===== config.mk =====
export PLATFORM = sky130hd
export DESIGN_NAME = alu_pipe
export DESIGN_NICKNAME = d
export VERILOG_FILES = /design/src/rtl/alu_pkg.sv /design/src/rtl/alu_divider.sv /design/src/rtl/alu_pipe.sv
export SDC_FILE = /design/constraint.sdc
export NUM_CORES = 2
export LEC_CHECK = 0
export ABC_AREA = 1
export BUFFER_PORTS_ARGS = -buffer_cell sky130_fd_sc_hd__buf_2
export CORE_UTILIZATION = 65
export DETAILED_ROUTE_END_ITERATION = 16
export PLACE_DENSITY = 0.85
export RECOVER_POWER = 25
export SYNTH_ARGS = -nofsm -noshare
export SYNTH_HDL_FRONTEND = slang
export SYNTH_SLANG_ARGS = --single-unit

===== constraint.sdc =====
create_clock -name clk -period 5.1 [get_ports clk]
set_clock_uncertainty 0.1 [all_clocks]
set_input_delay 0.765 -clock clk [delete_from_list [all_inputs] [get_ports clk]]
set_output_delay 0.765 -clock clk [all_outputs]
set_load 0.05 [all_outputs]

===== src/rtl/alu_pkg.sv =====
// Shared definitions for the pipelined ALU: opcode encoding, flag bit
// positions, divider state encoding and opcode classification helpers.
package alu_pkg;

  typedef enum logic [3:0] {
    OP_ADD  = 4'd0,
    OP_ADC  = 4'd1,
    OP_SUB  = 4'd2,
    OP_SBC  = 4'd3,
    OP_MUL  = 4'd4,
    OP_DIV  = 4'd5,
    OP_AND  = 4'd6,
    OP_OR   = 4'd7,
    OP_XOR  = 4'd8,
    OP_SHL  = 4'd9,
    OP_SHR  = 4'd10,
    OP_NOT  = 4'd11,
    OP_CMP  = 4'd12,
    OP_INC  = 4'd13,
    OP_DEC  = 4'd14,
    OP_PASS = 4'd15
  } alu_op_e;

  localparam int FLAG_C = 0;
  localparam int FLAG_S = 1;
  localparam int FLAG_V = 2;
  localparam int FLAG_Z = 3;

  typedef enum logic [1:0] {
    DIV_IDLE,
    DIV_RUN,
    DIV_DONE
  } div_state_e;

  // Ops whose V flag reports signed overflow of an add or subtract.
  function automatic logic is_addsub(input alu_op_e op);
    return op inside {OP_ADD, OP_ADC, OP_SUB, OP_SBC, OP_CMP, OP_INC, OP_DEC};
  endfunction

  // Ops routed to the multi-cycle divider instead of the single-cycle path.
  function automatic logic is_div(input alu_op_e op);
    return op == OP_DIV;
  endfunction

endpackage


===== src/rtl/alu_divider.sv =====
// Restoring unsigned divider producing one quotient bit per clock.
// The first quotient bit is resolved on the start edge, so the quotient is
// ready WIDTH-1 edges later and is held in DIV_DONE until acknowledged.
// Division by zero naturally yields an all-ones quotient.
module alu_divider
  import alu_pkg::*;
#(
  parameter int WIDTH = 32
) (
  input  logic             clk,
  input  logic             rst_n,
  input  logic             start,
  input  logic [WIDTH-1:0] dividend,
  input  logic [WIDTH-1:0] divisor,
  input  logic             ack,
  output logic             busy,
  output logic             done,
  output logic [WIDTH-1:0] quotient
);

  localparam int CW = $clog2(WIDTH);

  div_state_e       state;
  logic [WIDTH-1:0] rem;
  logic [WIDTH-1:0] quo;
  logic [WIDTH-1:0] dvsr;
  logic [CW-1:0]    cnt;

  // One restoring step: shift the next dividend bit into the remainder and
  // subtract the divisor when it fits. The wrapped low-bit subtraction is
  // exact whenever the trial fits, because the true difference is < divisor.
  function automatic logic [2*WIDTH-1:0] div_step(input logic [WIDTH-1:0] r,
                                                  input logic [WIDTH-1:0] q,
                                                  input logic [WIDTH-1:0] d);
    logic [WIDTH:0]   shifted;
    logic [WIDTH-1:0] r_next;
    logic             q_bit;
    shifted = {r, q[WIDTH-1]};
    q_bit   = (shifted >= {1'b0, d});
    r_next  = q_bit ? (shifted[WIDTH-1:0] - d) : shifted[WIDTH-1:0];
    return {r_next, q[WIDTH-2:0], q_bit};
  endfunction

  // Divider sequencer: load and first step on start, iterate, then park the
  // quotient until the output stage takes it.
  always_ff @(posedge clk or negedge rst_n) begin
    if (!rst_n) begin
      state <= DIV_IDLE;
      rem   <= '0;
      quo   <= '0;
      dvsr  <= '0;
      cnt   <= '0;
    end else begin
      case (state)
        DIV_IDLE: begin
          if (start) begin
            {rem, quo} <= div_step('0, dividend, divisor);
            dvsr       <= divisor;
            cnt        <= CW'(WIDTH - 1);
            state      <= DIV_RUN;
          end
        end
        DIV_RUN: begin
          {rem, quo} <= div_step(rem, quo, dvsr);
          cnt        <= cnt - 1'b1;
          if (cnt == CW'(1)) state <= DIV_DONE;
        end
        DIV_DONE: begin
          if (ack) state <= DIV_IDLE;
        end
        default: state <= DIV_IDLE;
      endcase
    end
  end

  assign busy     = (state != DIV_IDLE);
  assign done     = (state == DIV_DONE);
  assign quotient = quo;

endmodule


===== src/rtl/alu_pipe.sv =====
// Handshaked ALU: single-cycle datapath for all ops except DIV, which runs
// on alu_divider. Results leave through one registered valid/ready slot.
module alu_pipe
  import alu_pkg::*;
#(
  parameter int WIDTH       = 32,
  parameter int OPCODE      = 4,
  parameter int REGS_CODING = 3,
  parameter int FLAGS       = 4
) (
  input  logic                   clk,
  input  logic                   rst_n,
  input  logic                   in_valid,
  output logic                   in_ready,
  input  logic [OPCODE-1:0]      opcode,
  input  logic [WIDTH-1:0]       op1,
  input  logic [WIDTH-1:0]       op2,
  input  logic                   cin,
  input  logic [REGS_CODING-1:0] dest_in,
  output logic                   out_valid,
  input  logic                   out_ready,
  output logic [WIDTH-1:0]       result,
  output logic [FLAGS-1:0]       flags,
  output logic [REGS_CODING-1:0] dest_out,
  output logic                   wr_en
);

  localparam int SHW = $clog2(WIDTH);
  localparam logic [WIDTH:0]   ONE_X = {{WIDTH{1'b0}}, 1'b1};
  localparam logic [WIDTH-1:0] ONE_W = {{(WIDTH-1){1'b0}}, 1'b1};

  alu_op_e                op_e;
  logic                   slot_free;
  logic                   accept;
  logic                   start_div;
  logic                   div_busy;
  logic                   div_done;
  logic                   div_ack;
  logic [WIDTH-1:0]       div_quo;
  logic [REGS_CODING-1:0] div_dest;
  logic                   div_zero;
  logic [WIDTH-1:0]       div_res;
  logic [FLAGS-1:0]       div_flags;

  logic [WIDTH:0]         wide;
  logic [2*WIDTH-1:0]     prod;
  logic [WIDTH:0]         cin_x;
  logic                   shift_big;
  logic [WIDTH-1:0]       sc_res;
  logic                   sc_carry;
  logic                   sc_ovf;
  logic                   sc_wr;
  logic [FLAGS-1:0]       sc_flags;

  function automatic logic add_ovf(input logic [WIDTH-1:0] a, b, r);
    return (a[WIDTH-1] == b[WIDTH-1]) && (r[WIDTH-1] != a[WIDTH-1]);
  endfunction

  function automatic logic sub_ovf(input logic [WIDTH-1:0] a, b, r);
    return (a[WIDTH-1] != b[WIDTH-1]) && (r[WIDTH-1] != a[WIDTH-1]);
  endfunction

  assign op_e      = alu_op_e'(opcode);
  assign slot_free = !out_valid || out_ready;
  assign in_ready  = !div_busy && slot_free;
  assign accept    = in_valid && in_ready;
  assign start_div = accept && is_div(op_e);
  assign div_ack   = div_done && slot_free;

  alu_divider #(.WIDTH(WIDTH)) u_div (
    .clk      (clk),
    .rst_n    (rst_n),
    .start    (start_div),
    .dividend (op1),
    .divisor  (op2),
    .ack      (div_ack),
    .busy     (div_busy),
    .done     (div_done),
    .quotient (div_quo)
  );

  // Single-cycle datapath; add/sub work at WIDTH+1 bits so the top bit is carry/borrow.
  always_comb begin
    wide      = '0;
    cin_x     = {{WIDTH{1'b0}}, cin};
    prod      = {{WIDTH{1'b0}}, op1} * {{WIDTH{1'b0}}, op2};
    shift_big = |op2[WIDTH-1:SHW];
    sc_res    = '0;
    sc_carry  = 1'b0;
    sc_ovf    = 1'b0;
    sc_wr     = 1'b1;
    case (op_e)
      OP_ADD: begin
        wide   = {1'b0, op1} + {1'b0, op2};
        sc_res = wide[WIDTH-1:0];
        sc_ovf = add_ovf(op1, op2, sc_res);
      end
      OP_ADC: begin
        wide   = {1'b0, op1} + {1'b0, op2} + cin_x;
        sc_res = wide[WIDTH-1:0];
        sc_ovf = add_ovf(op1, op2, sc_res);
      end
      OP_SUB, OP_CMP: begin
        wide   = {1'b0, op1} - {1'b0, op2};
        sc_res = wide[WIDTH-1:0];
        sc_ovf = sub_ovf(op1, op2, sc_res);
        sc_wr  = (op_e != OP_CMP);
      end
      OP_SBC: begin
        wide   = {1'b0, op1} - {1'b0, op2} - cin_x;
        sc_res = wide[WIDTH-1:0];
        sc_ovf = sub_ovf(op1, op2, sc_res);
      end
      OP_INC: begin
        wide   = {1'b0, op1} + ONE_X;
        sc_res = wide[WIDTH-1:0];
        sc_ovf = add_ovf(op1, ONE_W, sc_res);
      end
      OP_DEC: begin
        wide   = {1'b0, op1} - ONE_X;
        sc_res = wide[WIDTH-1:0];
        sc_ovf = sub_ovf(op1, ONE_W, sc_res);
      end
      OP_MUL: begin
        sc_res   = prod[WIDTH-1:0];
        sc_carry = |prod[2*WIDTH-1:WIDTH];
      end
      OP_AND:  sc_res = op1 & op2;
      OP_OR:   sc_res = op1 | op2;
      OP_XOR:  sc_res = op1 ^ op2;
      OP_NOT:  sc_res = ~op1;
      OP_PASS: sc_res = op1;
      OP_SHL:  sc_res = shift_big ? '0 : (op1 << op2[SHW-1:0]);
      OP_SHR:  sc_res = shift_big ? '0 : (op1 >> op2[SHW-1:0]);
      default: sc_res = '0;
    endcase
    if (is_addsub(op_e)) sc_carry = wide[WIDTH];
    sc_flags         = '0;
    sc_flags[FLAG_C] = sc_carry;
    sc_flags[FLAG_S] = sc_res[WIDTH-1];
    sc_flags[FLAG_V] = sc_ovf;
    sc_flags[FLAG_Z] = (sc_res == '0);
  end

  // Divider result and flags; a zero divisor forces all ones with carry set.
  always_comb begin
    div_res           = div_zero ? '1 : div_quo;
    div_flags         = '0;
    div_flags[FLAG_C] = div_zero;
    div_flags[FLAG_S] = div_res[WIDTH-1];
    div_flags[FLAG_Z] = (div_res == '0);
  end

  // Remember the tag and zero-divisor condition of the DIV in flight.
  always_ff @(posedge clk or negedge rst_n) begin
    if (!rst_n) begin
      div_dest <= '0;
      div_zero <= 1'b0;
    end else if (start_div) begin
      div_dest <= dest_in;
      div_zero <= (op2 == '0);
    end
  end

  // Output slot: load a single-cycle result or a finished quotient, else drain on out_ready.
  always_ff @(posedge clk or negedge rst_n) begin
    if (!rst_n) begin
      out_valid <= 1'b0;
      result    <= '0;
      flags     <= '0;
      dest_out  <= '0;
      wr_en     <= 1'b0;
    end else if (accept && !is_div(op_e)) begin
      out_valid <= 1'b1;
      result    <= sc_res;
      flags     <= sc_flags;
      dest_out  <= dest_in;
      wr_en     <= sc_wr;
    end else if (div_ack) begin
      out_valid <= 1'b1;
      result    <= div_res;
      flags     <= div_flags;
      dest_out  <= div_dest;
      wr_en     <= 1'b1;
    end else if (out_ready) begin
      out_valid <= 1'b0;
    end
  end

endmodule


==> impl_results.md, run 1 <==
* DPL Wire Length at roughly 220 mm
* Vias in the first global route at 75300
* Total CTS buffers at 17
* H-tree level count at 4
* Library cells used by synthesis at 64
* Die width at between 300 and 400 um
* Largest area contributor in the netlist: fa_1
* Root Buffer: clkbuf_16
* Die height at 302 um
* Simple-gate share of the synthesized area at 0.287
* Clock sink count at between 100 and 150
* Post-synthesis mux area share at 0.000172
* Synthesized Nets at approximately 10000
* Asr flop ratio synth at 1.00
* Placed cells at 10800
* Largest family of logic cells by synthesized area: adder cells
* Syn Area/Cell at approximately 6.7 sq um
* Global-route wire length before repair at between 400 and 500 mm
* Post-synth top cells: nand2_1, inv_1, fa_1, nor2_1, nand3_1
* Gr ovfl total at 251
* Synth top area cells: fa_1, nand2_1, inv_1
* Adder-Cell Fraction of Synth Area at 0.396
* Largest net degree at the start of global routing at 94
* Error: [ERROR GRT-0116] Global routing finished with congestion. Check the congestion regions in the DRC Viewer.
* Flops & latches, synth at approximately 150
* Max Root-Sink Buffers at 2
* EDFF count, synth at 0
* Total GRT Usage at 0.725
* Site Rows at around 110
* Seq/Total Area, Yosys at 0.0631
* Fail Step: global routing
* IO Count at ~120
* Synth top area share at 0.309
* Final GP Congestion at between 1 and 1.5
* Post-Syn Area at between 50000 and 60000 sq um
* Initial core utilization at 0.658
* Top_reg_cell synth: dfrtp_1
* Status: stopped before the end
* Syn. warnings at 0
* Most frequent cell after synthesis: nand2_1
* Mapped Cells at between 8000 and 9000
* XOR/XNOR Fraction of Synth Area at 0.0105
* Synth Area in Compound Gates at 0.0844
* Port Buffer Count at approximately 120
metrics by stage:
step	utilization	TNS, ns	hold WS (ns)	setup WS, ns	instance area, sq um
4_1_cts	0.810	-50.29	0.323	-2.48	71800
3_5_place_dp	0.775	-77.04	0.360	-3.41	68700
3_3_place_gp	0.775	-73.95	0.354	-3.26	68700
2_1_floorplan	-	-45.49	0.342	-2.37	58900
routing by layer:
layer	track usage	overflow
met1	0.773	2
met2	0.884	126
met3	0.565	6
met4	0.623	117
met5	0.257	0
repair_timing:
action                                  4_1_cts
hold buffers                                  0
endpoints found under the setup margin       30
setup buffers                                67
cloned                                        5
pin swaps                                   231
gates resized for setup                     513
cell families after synthesis:
family / Yosys count
AND/OR/NAND/NOR: 3912
buffers and inverters: 2408
adder cells (fa/ha/maj): 1305
AO/OA/AOI/OAI: 865
flip-flops: 147
XOR/XNOR: 70
multiplexers: 1
==> inputs of run 2 (changes only) <==
CORE_UTILIZATION = 40   (was 65)
PLACE_DENSITY = not set   (was 0.85)
PLACE_DENSITY_LB_ADDON = 0.15   (was not set)
==> impl_results.md, run 2 <==
* Status: complete, but fails checks
* Failing checks: capacitance limit, slew limit, setup timing
* Die height at 384 um (+27%)
* Flops & latches, synth at 147 (unchanged)
* Seq/Total Area, Yosys at 0.0631 (unchanged)
* CP most frequent cell: fa_1
* H-tree level count at 4 (unchanged)
* Worst skew pair latency at 0.48 ns
* DR vias at roughly 62000
* Placed cells at 11600 (+8.2%)
* Drt drc at 0
* RSZ-0062 raised after global routing: yes
* Synth top area cells: fa_1, nand2_1, inv_1
* Tcrit/Tclk final at 1.48
* Total core area at roughly 140000 sq um
* Initial antenna violation count at 18
* Worst EP required at roughly 5.4 ns
* Fin crit period at ~7.5 ns
* IO Count at 118 (unchanged)
* Asr flop ratio synth at 1.00 (unchanged)
* Antenna viol nets, final at 0
* Endpoints failing setup at 26
* Top_reg_cell synth: dfrtp_1
* Crit Path Max Fanout at 6
* Die outline area at roughly 150000 sq um
* Final net count at roughly 11000
* Commonest non-fill, non-tap cell in the layout: nand2_1
* Slew HR at -1.54
* Initial core utilization at 0.405 (-0.253)
* Worst path bufs/invs at 7
* Final worst slack at -2.43 ns
* DRT iter0 DRCs at roughly 5700
* Clock-pin slew on the worst setup and hold paths at roughly 0.1 ns
* Worst min path class: register to register
* Largest net degree at the start of global routing at around 90
* Crit path arrival time at slightly below 8 ns
* Post-Syn Area at 58300 sq um (unchanged)
* Library cells used by synthesis at 64 (unchanged)
* Root Buffer: clkbuf_16
* Fillcell total at 14300
* Most frequent cells in the layout: nand2_1, inv_1, buf_4
* Most frequent cell after synthesis: nand2_1
* Clock sink count at 147 (unchanged)
* Die width at 384 um (+27%)
* Max Root-Sink Buffers at 2 (unchanged)
* Final count of pins violating max slew at between 60 and 70
* Synth top area share at 0.309 (unchanged)
* Final hold viol count at 0
* Vias per inst at ~5.3
* CP peak stage delay at ~0.64 ns
* Syn. warnings at 0 (unchanged)
* Post-synth top cells: nand2_1, inv_1, fa_1, nor2_1, nand3_1
* Worst-Margin Slew at roughly 3.8 ns
* EDFF count, synth at 0 (unchanged)
* CTS tree: done
* Final GP Congestion at 1.08 (-12%)
* Gr ovfl total at 0
* Port Buffer Count at 117 (unchanged)
* Total CTS buffers at 17 (unchanged)
* Max Freq at 0.133 GHz
* Total GRT Usage at 0.383
* Cell Count, Final, Fillers Out at roughly 12000
* Syn Area/Cell at 6.70 sq um (unchanged)
* Top delay family on crit path: adder cells
* Synthesized Nets at 10100 (unchanged)
* CP endpoint kind: register
* DPL Wire Length at 240 mm (+9.5%)
* Largest area contributor in the netlist: fa_1
* Crit Path Class: input pin to register
* Mapped Cells at 8708 (unchanged)
* P&R area growth vs syn at 29.6%
* Vias in the first global route at a little over 60000
* Layout cells sized above 1 at 0.233
* Site Rows at 139 (+28%)
* Critical Path Start Type: input pin
* Max Cap Violations at 1
* CP max stage cell: fa_2
* Final WL at about 280 mm
* Initial DRT Pass Iterations at 8
* Routed length per instance at about 24 um
* Global-route wire length before repair at roughly 410 mm
-- run 2: cell type report --
type | instances | area, sq um | area share
Timing Repair Buffer | 1508 | 13100 | 0.173
Antenna cell | 10 | 25.0 | 0.000331
Clock buffer | 17 | 425 | 0.00563
Multi-Input combinational cell | 6153 | 48300 | 0.639
Sequential cell | 147 | 3680 | 0.0487
Inverter | 2011 | 7560 | 0.0999
Clock inverter | 15 | 179 | 0.00237
Tap cell | 1903 | 2380 | 0.0315
-- run 2: per-layer routing --
| metal | vias up | share of wire | global-route usage |
|---|---|---|---|
| li1 | 28600 | - | - |
| met1 | 30300 | 0.43 | 0.521 |
| met2 | 2516 | 0.43 | 0.583 |
| met3 | 482 | 0.084 | 0.0721 |
| met4 | 10 | 0.060 | 0.180 |
| met5 | - | 0.00022 | 0 |
-- run 2: worst paths after layout --
check                           cells after the start       endpoint    startpoint  slack [ns]
worst max register to register                     19   u_div.rem[4]  u_div.rem[1]        1.12
min in group asynchronous                           1      result[5]         rst_n        1.50
max in group asynchronous                           2  u_div.dvsr[6]         rst_n        0.42
worst max-delay path                               32       flags[0]        op2[3]       -2.43
worst min-delay path                                2    dest_out[1]   dest_out[1]        0.38
worst min register to register                      2    dest_out[1]   dest_out[1]        0.38
-- run 2: stage by stage --
stage | setup slack, ns | utilization | TNS [ns] | hold WS (ns) | instance area, sq um
3_3_place_gp | -3.42 | 0.490 | -78.44 | 0.354 | 70700
2_1_floorplan | -2.37 | - | -45.49 | 0.342 | 58900
4_1_cts | -2.43 | 0.512 | -48.64 | 0.213 | 73900
5_1_grt | -2.64 | 0.524 | -77.34 | 0.398 | 75600
6_report | -2.43 | 0.524 | -50.54 | 0.379 | 75600
3_5_place_dp | -3.37 | 0.490 | -78.14 | 0.360 | 70700
-- run 2: cell families (layout without fill, tap and decap cells) --
kind of cell             count (synthesis)  in the layout  share of synthesized area
AO/OA/AOI/OAI                          865            865                     0.0844
multiplexers                             1              1                   0.000172
buffers and inverters                 2408           3551                      0.159
adder cells (fa/ha/maj)               1305           1305                      0.396
other                                    0             10                          0
flip-flops                             147            147                     0.0631
XOR/XNOR                                70             70                     0.0105
AND/OR/NAND/NOR                       3912           3912                      0.287
-- run 2: worst register-to-register path, stage by stage, from the launching register on --
cell     delay, ns
dfrtp_1       0.41
ha_1          0.37
a21oi_1       0.16
nand2_1       0.10
a21oi_1       0.27
o21ai_2       0.16
a21oi_2       0.20
inv_1         0.08
nand2_1       0.06
nand2_1       0.10
nand3_1       0.09
nand2_1       0.07
nand3_1       0.08
nand2_1       0.08
nand2_1       0.08
nand3_2       0.61
buf_4         0.48
a21oi_1       0.14
o21ai_0       0.10
a21oi_1       0.17
-- run 2: timing repair --
action / CTS / global route
hold buffers: 0 / 0
resized for setup: 478 / 402
setup endpoints to repair: 30 / 30
pin swaps: 137 / 297
buffers inserted: 64 / 51
gates cloned: 7 / 0
Power of run 2 is not shown: default switching activity piles up to over one toggle a cycle in this logic, so the estimate is an artifact.
